`config.mk`:
```
export PLATFORM = sky130hd
export DESIGN_NAME = conv_kernel_ctrl
export DESIGN_NICKNAME = d
export VERILOG_FILES = /design/src/rtl/conv_kernel_ctrl.sv
export SDC_FILE = /design/constraint.sdc
export NUM_CORES = 1
export LEC_CHECK = 0
export CORE_MARGIN = 5
export CORE_UTILIZATION = 40
export CTS_CLUSTER_SIZE = 28
export DETAILED_ROUTE_END_ITERATION = 16
export PLACE_DENSITY = 0.67
export SETUP_SLACK_MARGIN = 0.05
export SYNTH_ARGS = -nofsm -noshare
export SYNTH_HDL_FRONTEND = slang
export SYNTH_SLANG_ARGS = --single-unit
```
`constraint.sdc`:
```
create_clock -name clk -period 3.15 [get_ports clk]
set_clock_uncertainty 0.05 [all_clocks]
set_input_delay 0.63 -clock clk [delete_from_list [all_inputs] [get_ports clk]]
set_output_delay 0.63 -clock clk [all_outputs]
set_load 0.05 [all_outputs]
```
`src/rtl/conv_kernel_ctrl.sv`:
```
// Per-frame column sequencer feeding the 5x5 kernel window datapath: scans x/y,
// generates per-lane push enables and tags the pushes that complete a window.
module conv_kernel_ctrl #(
  parameter int KERNEL_DIAMETER_N = 5,
  parameter int PIXEL_W           = 8,
  parameter int IMG_W_MAX         = 1024,
  parameter int IMG_H_MAX         = 1024
) (
  input  logic                                            clk,
  input  logic                                            rst,
  input  logic                                            start_i,
  input  logic [$clog2(IMG_W_MAX):0]                      cfg_w_i,
  input  logic [$clog2(IMG_H_MAX):0]                      cfg_h_i,
  output logic                                            busy_o,
  output logic                                            done_o,
  output logic                                            err_o,
  input  logic                                            col_vld_i,
  output logic                                            col_rdy_o,
  input  logic [KERNEL_DIAMETER_N*PIXEL_W-1:0]            col_dat_i,
  input  logic                                            stall_i,
  output logic [KERNEL_DIAMETER_N-1:0]                    colD_push_o,
  output logic [KERNEL_DIAMETER_N*PIXEL_W-1:0]            colD_dat_o,
  output logic                                            colD_pos_vld_o,
  output logic [$clog2(IMG_W_MAX)+$clog2(IMG_H_MAX)-1:0]  colD_pos_o
);

  localparam int K   = KERNEL_DIAMETER_N;
  localparam int X_W = $clog2(IMG_W_MAX);
  localparam int Y_W = $clog2(IMG_H_MAX);
  localparam int D_W = K * PIXEL_W;

  localparam logic [X_W:0]   W_MIN  = (X_W+1)'(K);
  localparam logic [X_W:0]   W_MAX  = (X_W+1)'(IMG_W_MAX);
  localparam logic [Y_W:0]   H_MIN  = (Y_W+1)'(K);
  localparam logic [Y_W:0]   H_MAX  = (Y_W+1)'(IMG_H_MAX);
  localparam logic [X_W-1:0] X_EDGE = X_W'(K-1);
  localparam logic [Y_W-1:0] Y_EDGE = Y_W'(K-1);
  localparam logic [X_W-1:0] X_HALF = X_W'((K-1)/2);
  localparam logic [Y_W-1:0] Y_HALF = Y_W'((K-1)/2);

  typedef enum logic [1:0] {IDLE, ACTIVE, DONE} state_t;

  state_t             state_q, state_d;
  logic [X_W:0]       w_q;
  logic [Y_W:0]       h_q;
  logic [X_W-1:0]     x_q;
  logic [Y_W-1:0]     y_q;
  logic               err_q;
  logic [K-1:0]       push_q;
  logic [D_W-1:0]     dat_q;
  logic               pos_vld_q;
  logic [X_W+Y_W-1:0] pos_q;

  logic               cfg_ok;
  logic               start_ok;
  logic               acc;
  logic               x_last;
  logic               y_last;
  logic               win_vld;
  logic [K-1:0]       push_mask;

  always_comb begin
    cfg_ok   = (cfg_w_i >= W_MIN) && (cfg_w_i <= W_MAX) &&
               (cfg_h_i >= H_MIN) && (cfg_h_i <= H_MAX);
    start_ok = (state_q == IDLE) && start_i && cfg_ok;
    acc      = (state_q == ACTIVE) && col_vld_i && !stall_i;
    x_last   = ({1'b0, x_q} == (w_q - (X_W+1)'(1)));
    y_last   = ({1'b0, y_q} == (h_q - (Y_W+1)'(1)));
    win_vld  = (x_q >= X_EDGE) && (y_q >= Y_EDGE);
    // Lane n carries row y-(K-1-n); rows above the frame top stay unpushed.
    push_mask = '0;
    for (int n = 0; n < K; n++) begin
      push_mask[n] = (({1'b0, y_q} + (Y_W+1)'(n)) >= (Y_W+1)'(K-1));
    end
  end

  always_comb begin
    state_d = state_q;
    case (state_q)
      IDLE:    if (start_ok) state_d = ACTIVE;
      ACTIVE:  if (acc && x_last && y_last) state_d = DONE;
      DONE:    state_d = IDLE;
      default: state_d = IDLE;
    endcase
  end

  always_ff @(posedge clk) begin
    if (rst) begin
      state_q   <= IDLE;
      w_q       <= '0;
      h_q       <= '0;
      x_q       <= '0;
      y_q       <= '0;
      err_q     <= 1'b0;
      push_q    <= '0;
      dat_q     <= '0;
      pos_vld_q <= 1'b0;
      pos_q     <= '0;
    end else begin
      state_q   <= state_d;
      err_q     <= (state_q == IDLE) && start_i && !cfg_ok;
      push_q    <= acc ? push_mask : '0;
      pos_vld_q <= acc && win_vld;
      if (start_ok) begin
        w_q <= cfg_w_i;
        h_q <= cfg_h_i;
        x_q <= '0;
        y_q <= '0;
      end else if (acc) begin
        if (x_last) begin
          x_q <= '0;
          y_q <= y_q + Y_W'(1);
        end else begin
          x_q <= x_q + X_W'(1);
        end
      end
      if (acc) dat_q <= col_dat_i;
      // Centre tag only moves for complete windows, so the subtraction never underflows.
      if (acc && win_vld) pos_q <= {y_q - Y_HALF, x_q - X_HALF};
    end
  end

  assign busy_o         = (state_q != IDLE);
  assign done_o         = (state_q == DONE);
  assign err_o          = err_q;
  assign col_rdy_o      = (state_q == ACTIVE) && !stall_i;
  assign colD_push_o    = push_q;
  assign colD_dat_o     = dat_q;
  assign colD_pos_vld_o = pos_vld_q;
  assign colD_pos_o     = pos_q;

endmodule

```
==> results.ini <==
[status]
status=complete, no violations

[critical_path]
endpoint_kind=flop
ff2ff_path_depth=8
start_kind=flop
crit_required_ns=3.35
critical_path_class=flop to flop
r2r-end=state_q[0]$_SDFFE_PP0P_
arrival_ns=3.00
r2r_start=w_q[2]$_SDFFE_PP0P_
critPathLaunch=w_q[2]$_SDFFE_PP0P_
rrSetupSlack_ns=0.35
worstSetupEndpoint=state_q[0]$_SDFFE_PP0P_
crit_path_max_fanout=23

[timing]
slew_headroom_pct=53.5
fin_hold_ws_ns=0.408
finalSetupTns_ns=0
setup_viol=0
timing.final.max_slew_violations=0
rsz0062_at_grt=no
layout_setup_ws_ns=0.350
fin_crit_sh_pct=88.9
max_freq_mhz=357
worst_slew_pin_slew_ns=0.697
hold_viol=0
min_period_ns=2.80

[cts]
ctsLongestPathBuffers=2
h-tree-depth=3
cts_tree=built
numCtsBuffers=9
post_cts.repair.setup_buffers=0
cts_hold_buf=0
worstSkewPairLatency_ns=0.36
post_cts_resized=0
clk_pin_slew_ns=0.07
ctsRootBufferMaster=clkbuf_16
cts.sinks=111

[global_route]
grt_pass1_wl_um=24200
use_met3_pct=3.04
grt_usage_pct=18.1
grt-busiest-layer=met2
gr-usage-met2_pct=31.9
groute.layer.met1.usage_pct=21.7
grt_overflow_total=0
grt_pass1_vias=4940
grt_max_degree=66
antenna_found_initial=0

[routing]
first_pass_iters=5
post_drt_wl_per_cell_um=15.3
ant_nets=0
route.vias.total=5176
routed_wl_um=14900
drc_errors=0
drt-initial-drc-count=362
avgViaCountPerCell=5.33

[logic_synthesis]
synth_largest_area_cell=dfxtp_1
synthTopCellsByArea=dfxtp_1 (40%), nand2_1 (7.4%), xnor2_1 (5.5%)
netlist-cell-type-count=61
synth_most_common_cell=dfxtp_1
yosysWarningCount=0
netlist_top_cells_count=dfxtp_1 (111), nand2_1 (109), nor2_1 (59)
synth_top_area_share_pct=40.0
syn-mean-instance-area_um2=8.19
synth_cells=678
synthFlopType=dfxtp_1
ys_ff_latch=111
synthArstFlopShare_pct=0
netlist_area_um2=5550
synth-edff-count=0
yosysSeqAreaShare_pct=40.0
synth_nets=762

[placed_design]
place_hpwl_um=11300
dpl-instance-area_um2=7050
dp.cells=956
pre_cts_ws_ns=-0.0657
io_buffers=136
gp_congestion=0.898

[worst_hold_path]
min_from=colD_dat_o[30]$_SDFFE_PP0P_
min_path_type=flop to flop

[die]
die_area_um2=16300
row_count=43
die_x_um=128
io_pins=137
core_area_um2=13800
initial_utilization_pct=40.3
die_h_um=128

[pwr]
ir_drop_mv=0.309
power_density_nw_per_um2=388
power_leakage_nw=2.62

[final_layout]
final_cells=972
nets=871
nFillCells=1259
final_cell_area_um2=7330
layout-drive-gt1-share_pct=5.93
syn2layout_area_growth_pct=32.0
n_antenna_cell=0

[flow_run]
cap_viol_max_count=0

-- cell usage in the layout (no fill, tap or decap), types with 13 or more instances in the layout --
cell and n:
nor2_1 58, xor2_1 15, a211oi_1 17, a21oi_1 57, xnor2_1 35, o21ai_0 16
nor4_1 13, clkdlybuf4s50_1 134, inv_1 21, nor3_1 24, nand2_1 109, ha_1 17
a22o_1 18, dfxtp_1 111
-- worst min path at each step --
stage / slack (ns) / cells after the start / endpoint
6_report: 0.41 / 2 / colD_dat_o[30]$_SDFFE_PP0P_
2_1_floorplan: 0.41 / 1 / w_q[10]$_SDFFE_PP0P_
5_1_grt: 0.43 / 2 / colD_dat_o[0]$_SDFFE_PP0P_
4_1_cts: 0.41 / 2 / colD_dat_o[39]$_SDFFE_PP0P_
3_5_place_dp: 0.40 / 2 / colD_dat_o[39]$_SDFFE_PP0P_
3_3_place_gp: 0.39 / 2 / colD_dat_o[37]$_SDFFE_PP0P_
-- per-stage QoR --
step / utilization (%) / power (mW)
floorplan: - / 1.64
global placement: 51.2 / 1.77
detailed placement: 51.2 / 1.78
CTS: 53.2 / 2.87
global route: 53.2 / 2.97
finish: 53.2 / 2.85
-- power by group --
group	switching (mW)	total, mW	internal, mW
Combinational	0.156	0.306	0.150
Clock	0.535	1.10	0.566
Sequential	0.0197	1.44	1.42
-- flip-flops by register name, indices dropped and copies added, names as in the netlist --
signal,count
colD_dat_o,40
state_q,2
y_q,10
colD_push_o,5
colD_pos_vld_o,1
w_q,11
x_q,10
err_o,1
h_q,11
colD_pos_o,20
-- cell type report --
type	instances	area, µm²	area share [%]
inverters	21	78.8	1.08
well taps	180	225	3.07
clock inverters	5	41.3	0.563
clock buffers	11	243	3.31
flip-flops and latches	111	2220	30.3
repair buffers	146	1450	19.8
multi-input cells	498	3070	41.8
-- critical path, stage by stage, from the launching register on --
cell and delay [ns]:
dfxtp_1 0.40, or4_4 0.60, nor4_1 0.35, xnor2_1 0.19, nand4_2 0.22, nor3_4 0.20, buf_4 0.29, o2111ai_2 0.19
a21o_1 0.21
-- logic make-up after synthesis --
kind of cell	share of synthesized area [%]
fa+ha+maj	3.83
mux	1.08
flops	40.0
xor+xnor	7.89
simple gates	23.3
buf+inv	5.00
compound gates	18.9
-- layer usage --
layer	wire, µm	share of wire, %
met4	351	2.4
met1	6210	42
met5	0	0
met3	591	4.0
met2	7710	52
(Power assumes the default switching activity.)
